--- src/rtl/mem_bus_pkg.sv ---
// Shared definitions for the line-granular memory bus and its port arbiter.
//   MEM_*        : bus ctrl codes (driven on mem_ctrl_o, sampled on mem_ctrl_i)
//   arb_state_t  : arbiter sequencer states
//   cmd_valid()  : true for the requester commands that start a line transaction
package mem_bus_pkg;

    localparam logic [1:0] MEM_NONE  = 2'd0;
    localparam logic [1:0] MEM_RESP  = 2'd1;
    localparam logic [1:0] MEM_READ  = 2'd2;
    localparam logic [1:0] MEM_WRITE = 2'd3;

    typedef enum logic [2:0] {
        IDLE     = 3'd0,
        WR_BEATS = 3'd1,
        WR_WAIT  = 3'd2,
        RD_CMD   = 3'd3,
        RD_WAIT  = 3'd4
    } arb_state_t;

    // Requester cmd 1 collides with the memory response code and is never a request.
    function automatic logic cmd_valid(input logic [1:0] cmd);
        return (cmd == MEM_READ) || (cmd == MEM_WRITE);
    endfunction

endpackage

--- src/rtl/mem_port_arbiter_rr_arbiter2.sv ---
// rr_arbiter2: two-way round-robin picker.
//   clk, reset : clock, asynchronous active-low reset
//   req[1:0]   : requester N is asking this cycle
//   take       : the caller accepts the current grant; the winner becomes `last`
//   grant[1:0] : one-hot pick (combinational), 0 when nobody asks
// After reset last=1, so a simultaneous first request goes to requester 0.
module rr_arbiter2 (
    input  logic       clk,
    input  logic       reset,
    input  logic [1:0] req,
    input  logic       take,
    output logic [1:0] grant
);

    logic last_q;

    always_comb begin
        grant = 2'b00;
        case (req)
            2'b01:   grant = 2'b01;
            2'b10:   grant = 2'b10;
            2'b11:   grant = last_q ? 2'b01 : 2'b10;
            default: grant = 2'b00;
        endcase
    end

    always_ff @(posedge clk or negedge reset) begin
        if (!reset) begin
            last_q <= 1'b1;
        end else if (take && (grant != 2'b00)) begin
            last_q <= grant[1];
        end
    end

endmodule

--- src/rtl/mem_port_arbiter.sv ---
// mem_port_arbiter: shares one line-granular memory bus between two cache requesters,
// one whole line transaction (read fill or write-back) at a time, round-robin.
//   clk, reset                 : clock, asynchronous active-low reset
//   rqN_cmd/addr/wdata         : requester N command (0 none, 2 read, 3 write), line address,
//                                write beat (passed straight through to mem_data_o)
//   rqN_gnt/rdata/rvalid/done  : accept pulse, read beat + valid, end-of-transaction pulse
//   mem_addr, mem_ctrl_*,
//   mem_data_*                 : bus side; *_o/*_oe are wrapped onto the inout bus above
//   busy                       : sequencer not in IDLE
//   timeout_err                : sticky, set when the response watchdog aborts a transfer
//
// Handshake: a requester's cmd (2 or 3) is its valid; it holds cmd/addr until rqN_gnt,
// which is the one-cycle accept. The request is sampled at the edge closing cycle 0,
// gnt shows in cycle 1 and the bus phase starts in cycle 2. Completion is rqN_done.
module mem_port_arbiter
    import mem_bus_pkg::*;
#(
    parameter int CACHE_LINE_SIZE = 16,
    parameter int ADDR_W          = 14,
    parameter int DATA_W          = 16,
    parameter int TIMEOUT_CYCLES  = 255
) (
    input  logic              clk,
    input  logic              reset,
    input  logic [1:0]        rq0_cmd,
    input  logic [ADDR_W-1:0] rq0_addr,
    input  logic [DATA_W-1:0] rq0_wdata,
    output logic              rq0_gnt,
    output logic [DATA_W-1:0] rq0_rdata,
    output logic              rq0_rvalid,
    output logic              rq0_done,
    input  logic [1:0]        rq1_cmd,
    input  logic [ADDR_W-1:0] rq1_addr,
    input  logic [DATA_W-1:0] rq1_wdata,
    output logic              rq1_gnt,
    output logic [DATA_W-1:0] rq1_rdata,
    output logic              rq1_rvalid,
    output logic              rq1_done,
    output logic [ADDR_W-1:0] mem_addr,
    output logic [1:0]        mem_ctrl_o,
    output logic              mem_ctrl_oe,
    input  logic [1:0]        mem_ctrl_i,
    output logic [DATA_W-1:0] mem_data_o,
    output logic              mem_data_oe,
    input  logic [DATA_W-1:0] mem_data_i,
    output logic              busy,
    output logic              timeout_err
);

    localparam int BEATS  = CACHE_LINE_SIZE * 8 / DATA_W;
    localparam int BEAT_W = (BEATS > 1) ? $clog2(BEATS) : 1;
    localparam int WD_W   = (TIMEOUT_CYCLES > 1) ? $clog2(TIMEOUT_CYCLES + 1) : 1;
    localparam logic [BEAT_W-1:0] LAST_BEAT = BEAT_W'(BEATS - 1);
    localparam logic [WD_W-1:0]   WD_LIMIT  = WD_W'(TIMEOUT_CYCLES - 1);

    arb_state_t state_q, state_d;

    logic              start_q;      // grant issued, bus phase begins next edge
    logic              owner_q;      // 0: rq0 owns the bus, 1: rq1
    logic [1:0]        cmd_q;
    logic [ADDR_W-1:0] addr_q;
    logic [ADDR_W-1:0] mem_addr_q;
    logic              gnt_q;
    logic              done_q;
    logic              rvalid_q;
    logic [DATA_W-1:0] rdata_q;
    logic              timeout_err_q;
    logic [BEAT_W-1:0] beat_q;
    logic [WD_W-1:0]   wd_q;
    logic              resp_seen_q;  // read burst in progress
    logic              rd_last_q;    // last read beat captured, done goes out next edge

    logic [1:0] req;
    logic [1:0] grant;
    logic       take;
    logic       launch;
    logic       capture;
    logic       finish;
    logic       abort;
    logic       leaving;
    logic       resp;
    logic       wd_expired;
    logic       wd_run;

    assign req        = {cmd_valid(rq1_cmd), cmd_valid(rq0_cmd)};
    assign take       = (state_q == IDLE) && !start_q && (req != 2'b00);
    assign resp       = (mem_ctrl_i == MEM_RESP);
    assign wd_expired = (wd_q == WD_LIMIT);
    assign wd_run     = (state_q == WR_WAIT) || ((state_q == RD_WAIT) && !resp_seen_q);
    assign leaving    = (state_q != IDLE) && (state_d == IDLE);

    rr_arbiter2 u_rr (
        .clk   (clk),
        .reset (reset),
        .req   (req),
        .take  (take),
        .grant (grant)
    );

    always_ff @(posedge clk or negedge reset) begin
        if (!reset) begin
            state_q <= IDLE;
        end else begin
            state_q <= state_d;
        end
    end

    // Next state and bus drive. The bus is only driven in WR_BEATS and RD_CMD, so an
    // asynchronous reset drops both enables in the same instant the state clears.
    always_comb begin
        state_d     = state_q;
        launch      = 1'b0;
        capture     = 1'b0;
        finish      = 1'b0;
        abort       = 1'b0;
        mem_ctrl_o  = MEM_NONE;
        mem_ctrl_oe = 1'b0;
        mem_data_o  = '0;
        mem_data_oe = 1'b0;
        case (state_q)
            IDLE: begin
                if (start_q) begin
                    launch  = 1'b1;
                    state_d = (cmd_q == MEM_WRITE) ? WR_BEATS : RD_CMD;
                end
            end
            WR_BEATS: begin
                mem_ctrl_o  = MEM_WRITE;
                mem_ctrl_oe = 1'b1;
                mem_data_oe = 1'b1;
                mem_data_o  = owner_q ? rq1_wdata : rq0_wdata;
                if (beat_q == LAST_BEAT) begin
                    state_d = WR_WAIT;
                end
            end
            WR_WAIT: begin
                if (resp) begin
                    finish  = 1'b1;
                    state_d = IDLE;
                end else if (wd_expired) begin
                    abort   = 1'b1;
                    state_d = IDLE;
                end
            end
            RD_CMD: begin
                mem_ctrl_o  = MEM_READ;
                mem_ctrl_oe = 1'b1;
                state_d     = RD_WAIT;
            end
            RD_WAIT: begin
                // Only beat 0 is marked by a response code; the rest follow back to back.
                if (rd_last_q) begin
                    finish  = 1'b1;
                    state_d = IDLE;
                end else if (resp_seen_q || resp) begin
                    capture = 1'b1;
                end else if (wd_expired) begin
                    abort   = 1'b1;
                    state_d = IDLE;
                end
            end
            default: state_d = IDLE;
        endcase
    end

    always_ff @(posedge clk or negedge reset) begin
        if (!reset) begin
            start_q       <= 1'b0;
            owner_q       <= 1'b0;
            cmd_q         <= MEM_NONE;
            addr_q        <= '0;
            mem_addr_q    <= '0;
            gnt_q         <= 1'b0;
            done_q        <= 1'b0;
            rvalid_q      <= 1'b0;
            rdata_q       <= '0;
            timeout_err_q <= 1'b0;
            beat_q        <= '0;
            wd_q          <= '0;
            resp_seen_q   <= 1'b0;
            rd_last_q     <= 1'b0;
        end else begin
            start_q  <= take;
            gnt_q    <= take;
            done_q   <= finish || abort;
            rvalid_q <= capture;

            if (take) begin
                owner_q <= grant[1];
                cmd_q   <= grant[1] ? rq1_cmd : rq0_cmd;
                addr_q  <= grant[1] ? rq1_addr : rq0_addr;
            end

            // mem_addr only moves when a bus phase starts, so it holds through turnaround.
            if (launch) begin
                mem_addr_q <= addr_q;
            end

            if (capture) begin
                rdata_q <= mem_data_i;
            end

            if (abort) begin
                timeout_err_q <= 1'b1;
            end

            if (state_q == WR_BEATS) begin
                beat_q <= (beat_q == LAST_BEAT) ? '0 : beat_q + 1'b1;
            end else if (leaving) begin
                beat_q <= '0;
            end else if (capture && (beat_q != LAST_BEAT)) begin
                beat_q <= beat_q + 1'b1;
            end

            if (leaving) begin
                resp_seen_q <= 1'b0;
                rd_last_q   <= 1'b0;
            end else if (capture) begin
                resp_seen_q <= 1'b1;
                if (beat_q == LAST_BEAT) begin
                    rd_last_q <= 1'b1;
                end
            end

            if (launch) begin
                wd_q <= '0;
            end else if (wd_run && !resp && !wd_expired) begin
                wd_q <= wd_q + 1'b1;
            end
        end
    end

    assign rq0_gnt     = gnt_q && !owner_q;
    assign rq1_gnt     = gnt_q && owner_q;
    assign rq0_done    = done_q && !owner_q;
    assign rq1_done    = done_q && owner_q;
    assign rq0_rvalid  = rvalid_q && !owner_q;
    assign rq1_rvalid  = rvalid_q && owner_q;
    assign rq0_rdata   = rq0_rvalid ? rdata_q : '0;
    assign rq1_rdata   = rq1_rvalid ? rdata_q : '0;
    assign mem_addr    = mem_addr_q;
    assign busy        = (state_q != IDLE);
    assign timeout_err = timeout_err_q;

endmodule

--- config.mk ---
export PLATFORM = sky130hd
export DESIGN_NAME = mem_port_arbiter
export DESIGN_NICKNAME = d
export VERILOG_FILES = /design/src/rtl/mem_bus_pkg.sv /design/src/rtl/mem_port_arbiter_rr_arbiter2.sv /design/src/rtl/mem_port_arbiter.sv
export SDC_FILE = /design/constraint.sdc
export NUM_CORES = 1
export LEC_CHECK = 0
export BUFFER_PORTS_ARGS = -buffer_cell sky130_fd_sc_hd__buf_2
export CAP_MARGIN = 20
export CORE_MARGIN = 4
export CORE_UTILIZATION = 24
export DETAILED_ROUTE_END_ITERATION = 10
export SLEW_MARGIN = 20
export SYNTH_ARGS = -nofsm -noshare
export SYNTH_HDL_FRONTEND = slang
export SYNTH_SLANG_ARGS = --single-unit
export TNS_END_PERCENT = 20
--- constraint.sdc ---
create_clock -name clk -period 2.4 [get_ports clk]
set_input_delay 0.12 -clock clk [delete_from_list [all_inputs] [get_ports clk]]
set_output_delay 0.12 -clock clk [all_outputs]
set_load 0.05 [all_outputs]
== After elaboration in Yosys (flattened, before gate mapping) ==
Cells that the tools add are included.

* Reduce and logical (&&, ||, !) cells: 35
* $add $sub $neg: 2
* Multiplexer cells: 43
* Equal/unequal tests: 16

{| class="wikitable"
|+ Operators by type and width
! cell !! number
|-
| $mux 16 || 4
|-
| $mux 3 || 10
|-
| $mux 1 || 18
|-
| $mux 8 || 2
|-
| $pmux 3 s5 || 1
|-
| $eq 2x2->1 const B || 7
|-
| $logic_and 1x1->1 || 14
|-
| $mux 14 || 1
|-
| $reduce_bool 2->1 || 5
|-
| $add 8x1->8 const B || 1
|-
| $eq 8x8->1 const B || 1
|-
| $eq 3x2->1 const B || 2
|-
| $eq 3x3->1 const B || 2
|-
| $logic_not 3->1 || 2
|-
| $mux 2 || 3
|-
| $pmux 2 s3 || 1
|-
| $reduce_bool 3->1 || 2
|-
| $logic_not 1->1 || 5
|-
| $logic_or 1x1->1 || 5
|-
| $eq 2x1->1 const B || 2
|-
| $pmux 1 s2 || 2
|-
| $pmux 2 s2 || 1
|-
| $add 3x1->3 const B || 1
|-
| $eq 3x1->1 const B || 1
|-
| 3 further kinds || 3
|}

* Input bits: 84
* Flip-flop bits (word level): 68
* Output and inout bits: 74
* Logic and storage cells: 111

== Longest topological paths before layout ==
* Depth in word-level cells: 9
* Mapped depth: 7
* Mapped depth without buffers: 6

== Cells and area by module ==
From an unflattened synthesis, not the netlist that was laid out.

* Cells, all modules: 390
* Area total of the unflattened synthesis: 3497.1 sq um

{| class="wikitable"
|+ Modules (own cells, without submodules)
! module !! seq. area each (sq um) !! cells each !! instances !! area each (sq um)
|-
| mem_port_arbiter || 1676.6 || 384 || 1 || 3440.8
|-
| rr_arbiter2 || 26.3 || 6 || 1 || 56.3
|}

== Least setup slack after synthesis ==
Ideal clock, no wire load.

* Path type: reg-to-output
* From: reg rvalid_q
* To: out rq0_rdata[10]
* Cell stages (with the launch flop): 4
* Path slack: 0.482 ns
* Path buffers: 1
* Data required time: 2.280 ns
* Arrival time: 1.798 ns
* Cells stage by stage: dfrtp_1 -> nor2b_1 -> clkbuf_1 -> and2_1

* Cells in the longest elaborated chain, start to end: 2

{| class="wikitable"
|+ Ends and longest elaborated chain
! element !! line !! source
|-
| start: declaration || mem_port_arbiter.sv:65 || <nowiki>logic rvalid_q;</nowiki>
|-
| start signal: assignment || mem_port_arbiter.sv:186 || <nowiki>rvalid_q <= capture;</nowiki>
|-
| $logic_and 1x1->1 || mem_port_arbiter.sv:237 || <nowiki>assign rq0_rvalid = rvalid_q && !owner_q;</nowiki>
|-
| net rq0_rvalid || mem_port_arbiter.sv:30 || <nowiki>output logic rq0_rvalid,</nowiki>
|-
| $mux 16 || mem_port_arbiter.sv:239 || <nowiki>assign rq0_rdata = rq0_rvalid ? rdata_q : '0;</nowiki>
|-
| end: declaration || mem_port_arbiter.sv:29 || <nowiki>output logic [DATA_W-1:0] rq0_rdata,</nowiki>
|}

The timed path passes the listed nets, and every way through them passes these cells.

== Worst setup path after layout ==
* From: reg state_q[2]
* To: out mem_ctrl_o[0]

* Cells in the longest elaborated chain, start to end: 2
* Elaborated cells on any way between the ends: 3
* Those cells by class: eq/ne (2); mux (1)

{| class="wikitable"
|+ Ends and longest elaborated chain
! element !! line !! source
|-
| start: declaration || mem_port_arbiter.sv:56 || <nowiki>arb_state_t state_q, state_d;</nowiki>
|-
| start signal: assignment || mem_port_arbiter.sv:104 || <nowiki>state_q <= state_d;</nowiki>
|-
| $eq 3x2->1 / $eq 3x1->1 (equally long branches) || mem_port_arbiter.sv:120 || <nowiki>case (state_q)</nowiki>
|-
| $pmux 2 s2 (*) || mem_port_arbiter.sv:120 ||
|-
| end: declaration || mem_port_arbiter.sv:40 || <nowiki>output logic [1:0] mem_ctrl_o,</nowiki>
|}

Mark *: on every way between the ends. The rest lies on a longest branch, timed or not.

==> impl_summary.txt <==
----------------------------------------------------
[Run status]
  Outcome ... finished clean

[Worst setup path]
  RR Startpoint ... state_q[2]
  Worst reg2reg path depth ... 6
  Worst Setup Start Kind ... flop
  Data required time of the critical path ... 2.28 ns
  Element type at the critical path end ... primary output
  Flop-to-flop setup slack ... 0.55 ns
  Destination of the worst register-to-register timing path ... addr_q[4]
  Highest fanout seen on the critical path ... 20
  WS Path Type ... reg2out
  Data arrival time of the critical path ... 1.84 ns

[Timing]
  Fin. max-slew vios ... 0
  Setup repair after global routing missed its margin ... no
  Min setup slack post-route ... 0.439 ns
  Slew margin rel. ... 42.1%
  Final critical-path required period ... 1.96 ns
  Worst Tran Pin Value ... 0.868 ns
  Total negative setup slack ... 0 ns
  Clk_skew ... 0.00801 ns
  Number of endpoints failing setup at the final stage ... 0
  Achievable Freq ... 510 MHz
  Ratio of final minimum period to clock period ... 81.7%
  Final Hold Vio Count ... 0

[Pwr]
  Clock network fraction of design power ... 19.6%
  Worst supply voltage drop on vdd ... 863 uV
  Seq pwr share ... 29.2%
  Internal power ... 3.33 mW
  Proportion of power drawn by combinational gates ... 51.2%
  Switching pwr ... 3.26 mW
  Share of total power consumed by net switching ... 49.4%
  Static leakage ... 2.69 nW
  Areal power density over the cells ... 1350 mW/mm2

[Finish]
  Area used by multi-input combinational logic ... 0.00165 mm2
  ANT cells ... 0
  Share of final-layout standard cells stronger than drive strength 1 ... 34.6%
  Layout Area Growth over Synthesis ... 40.3%
  FILL cells ... 1,426
  Final net count ... 641
  Register area ... 0.00170 mm2

[Clocking]
  Resized Gates After CTS ... 0
  Clock H-tree levels ... 3
  TritonCTS Buffers ... 9
  Clock tree from TritonCTS ... yes
  Worst-path clk slew ... 0.06 ns
  CTS Root Buffer Type ... sky130_fd_sc_hd__clkbuf_16
  Bufs on Longest Clock Path ... 2
  Clock tree sinks ... 68
  Clock latency on the worst-skew pair ... 0.32 ns

[Synth]
  Post-synthesis instance area ... 0.00348 mm2
  Avg Synthesized Cell Area ... 9.03 um2
  Distinct cell type count after synthesis ... 41
  Number of warnings reported in the yosys synthesis log ... 0
  Net Count, Synth ... 474
  Top flip-flop cell by instance count after synthesis ... sky130_fd_sc_hd__dfrtp_1
  Leading cell type by number of instances after synthesis ... sky130_fd_sc_hd__nand2_1
  Number of storage elements in the synthesis netlist ... 68
  Post-synth ARST share ... 100%
  EDFF count, synth ... 0
  Leading cell types by total area after synthesis ... sky130_fd_sc_hd__dfrtp_1 48%, sky130_fd_sc_hd__nand2_1 11%, sky130_fd_sc_hd__mux2i_1 10%, sky130_fd_sc_hd__nor2_1 4.6%, sky130_fd_sc_hd__and2_1 3.9%
  Synth top cells by count ... 102 x sky130_fd_sc_hd__nand2_1, 67 x sky130_fd_sc_hd__dfrtp_1, 43 x sky130_fd_sc_hd__nor2_1, 35 x sky130_fd_sc_hd__mux2i_1, 22 x sky130_fd_sc_hd__and2_1
  Synthesized netlist cell count ... 386
  Share of the synthesized area in the top cell type ... 48.1%
  Library cell with the largest summed area after synthesis ... sky130_fd_sc_hd__dfrtp_1
  Portion of the post-synthesis area used by sequential elements ... 48.9%

[Min path]
  Hold Path Cell Cnt ... 3
  Hold Crit Start ... mem_data_i[8]
  Capture endpoint of the worst hold path ... rdata_q[8]
  Min-delay worst type ... in2reg

[Placed design]
  Final HPWL DP ... 7.60 mm
  Worst slack at placement ... 0.547 ns
  RD Place Congestion ... 0.816
  Number of buffers added on ports ... 157

[Run]
  Count of max-cap constraint violations ... 0

[Die]
  Core Rows ... 43
  Boundary pin count ... 158
  Die width ... 128 um
  Die Footprint ... 0.0165 mm2
  Die Y-Extent ... 128 um
  Initial Util ... 24.8%
  Area of the core region ... 0.0140 mm2

[Global route]
  Overall track demand over capacity in global routing ... 11.8%
  Pin count of the biggest net entering global routing ... 69
  Grt total ovfl ... 0
  Initial antenna violation count ... 0
  Wire length of the first global-routing pass ... 15.8 mm
  Via count of the first global-routing pass ... 3,314

[Drt]
  DR WL/cell ... 13.7 um
  Detailed-route via count ... 3,275
  Post-DR vias/cell ... 4.44
  First-iteration detailed-routing DRC count ... 153
  DRC violations left ... 0
  Post-Route WL ... 10.1 mm
  Antenna-violating nets left ... 0
  DRT Pass-1 Iters ... 4

----------------------------------------------------
[state kept, by name, indices dropped and copies added (netlist names), 2 cells and up]
signal    flops
addr_q       14
beat_q        3
cmd_q         2
mem_addr     14
rdata_q      16
state_q       3
wd_q          8
[layout make-up]
| class | count | area share (%) |
|---|---|---|
| sequential | 68 | 34.8 |
| multi-input combinational | 287 | 33.7 |
| timing repair buffer | 179 | 20.2 |
| clock buffer | 10 | 4.69 |
| tap | 180 | 4.61 |
| clock inverter | 6 | 1.33 |
| inverter | 8 | 0.614 |
[how the worst max path moves through the flow]
stage / depth (start not counted) / end / startpoint
after floorplan: 3 / rq0_rdata[10] / rvalid_q
after global placement: 6 / addr_q[9] / state_q[2]
after detailed placement: 6 / addr_q[5] / state_q[2]
after CTS: 4 / mem_ctrl_o[0] / state_q[2]
after global routing: 4 / mem_data_oe / state_q[2]
final: 4 / mem_ctrl_o[0] / state_q[2]
[what timing repair did]
| item | 4_1_cts | 5_1_grt |
|---|---|---|
| hold buffers | 14 | 0 |
| buffers inserted | 0 | 0 |
| hold endpoints to repair | 80 | 0 |
[kinds of logic (layout without fill, tap and decap cells)]
group,after synthesis,count (layout),synth area share [%]
xor gates and xnor gates,2,2,0.503
buffers and inverters,31,203,4.09
DFF,68,68,48.9
and+or+nand+nor,207,207,27.9
AOI/OAI and AO/OA,36,36,6.07
muxes,38,38,11.1
adders and majority gates,4,4,1.44
[power by group through the flow]
stage	clock network (mW)	logic (mW)	registers [mW]
3_5_place_dp	0	3.39	1.94
3_3_place_gp	0	3.32	1.93
4_1_cts	1.32	3.42	1.93
5_1_grt	1.37	3.66	2.00
6_report	1.29	3.37	1.93
2_1_floorplan	0	2.25	2.27
[placed cells by master, fill, tap and decap left out, types with 3 or more instances in the layout]
cell type / synthesis / final
sky130_fd_sc_hd__inv_1: 7 / 7
sky130_fd_sc_hd__buf_4: 2 / 9
sky130_fd_sc_hd__and3_1: 17 / 17
sky130_fd_sc_hd__nor2_1: 43 / 43
sky130_fd_sc_hd__o21ai_0: 4 / 4
sky130_fd_sc_hd__a21oi_1: 21 / 21
sky130_fd_sc_hd__clkbuf_16: 0 / 9
sky130_fd_sc_hd__nand4_1: 3 / 3
sky130_fd_sc_hd__dfrtp_1: 67 / 67
sky130_fd_sc_hd__ha_1: 4 / 4
sky130_fd_sc_hd__nor2b_1: 5 / 5
sky130_fd_sc_hd__buf_2: 9 / 156
sky130_fd_sc_hd__mux2i_1: 35 / 35
sky130_fd_sc_hd__dlygate4sd3_1: 0 / 14
sky130_fd_sc_hd__and2_1: 22 / 22
sky130_fd_sc_hd__nand2_1: 102 / 102
[worst max-delay path, stage by stage, from the launching register on]
cell,delay (ns)
sky130_fd_sc_hd__dfrtp_1,0.42
sky130_fd_sc_hd__nor2_1,0.12
sky130_fd_sc_hd__nand2_1,0.42
sky130_fd_sc_hd__inv_1,0.26
sky130_fd_sc_hd__buf_2,0.30
[layer usage]
layer | GRT usage (%) | vias up | share of wire, %
met3 | 3.36 | 10 | 9.3
met2 | 22.5 | 145 | 49
li1 | - | 1610 | -
met1 | 13.1 | 1510 | 40
met4 | 2.59 | 0 | 0.77
met5 | 0 | - | 0
[per-stage QoR]
stage / total power, mW / instance area, um2 / std cells / util, % / hold WS, ns
CTS: 6.67 / 4890 / 738 / 34.8 / 0.00144
detailed placement: 5.33 / 4450 / 708 / 31.7 / 0.297
floorplan: 4.51 / 3480 / 386 / - / -0.176
global placement: 5.24 / 4450 / 708 / 31.7 / 0.280
global route: 7.03 / 4890 / 738 / 34.8 / 0.0159
finish: 6.59 / 4890 / 738 / 34.8 / 0.00572
Power figures use the tool's default switching activity.
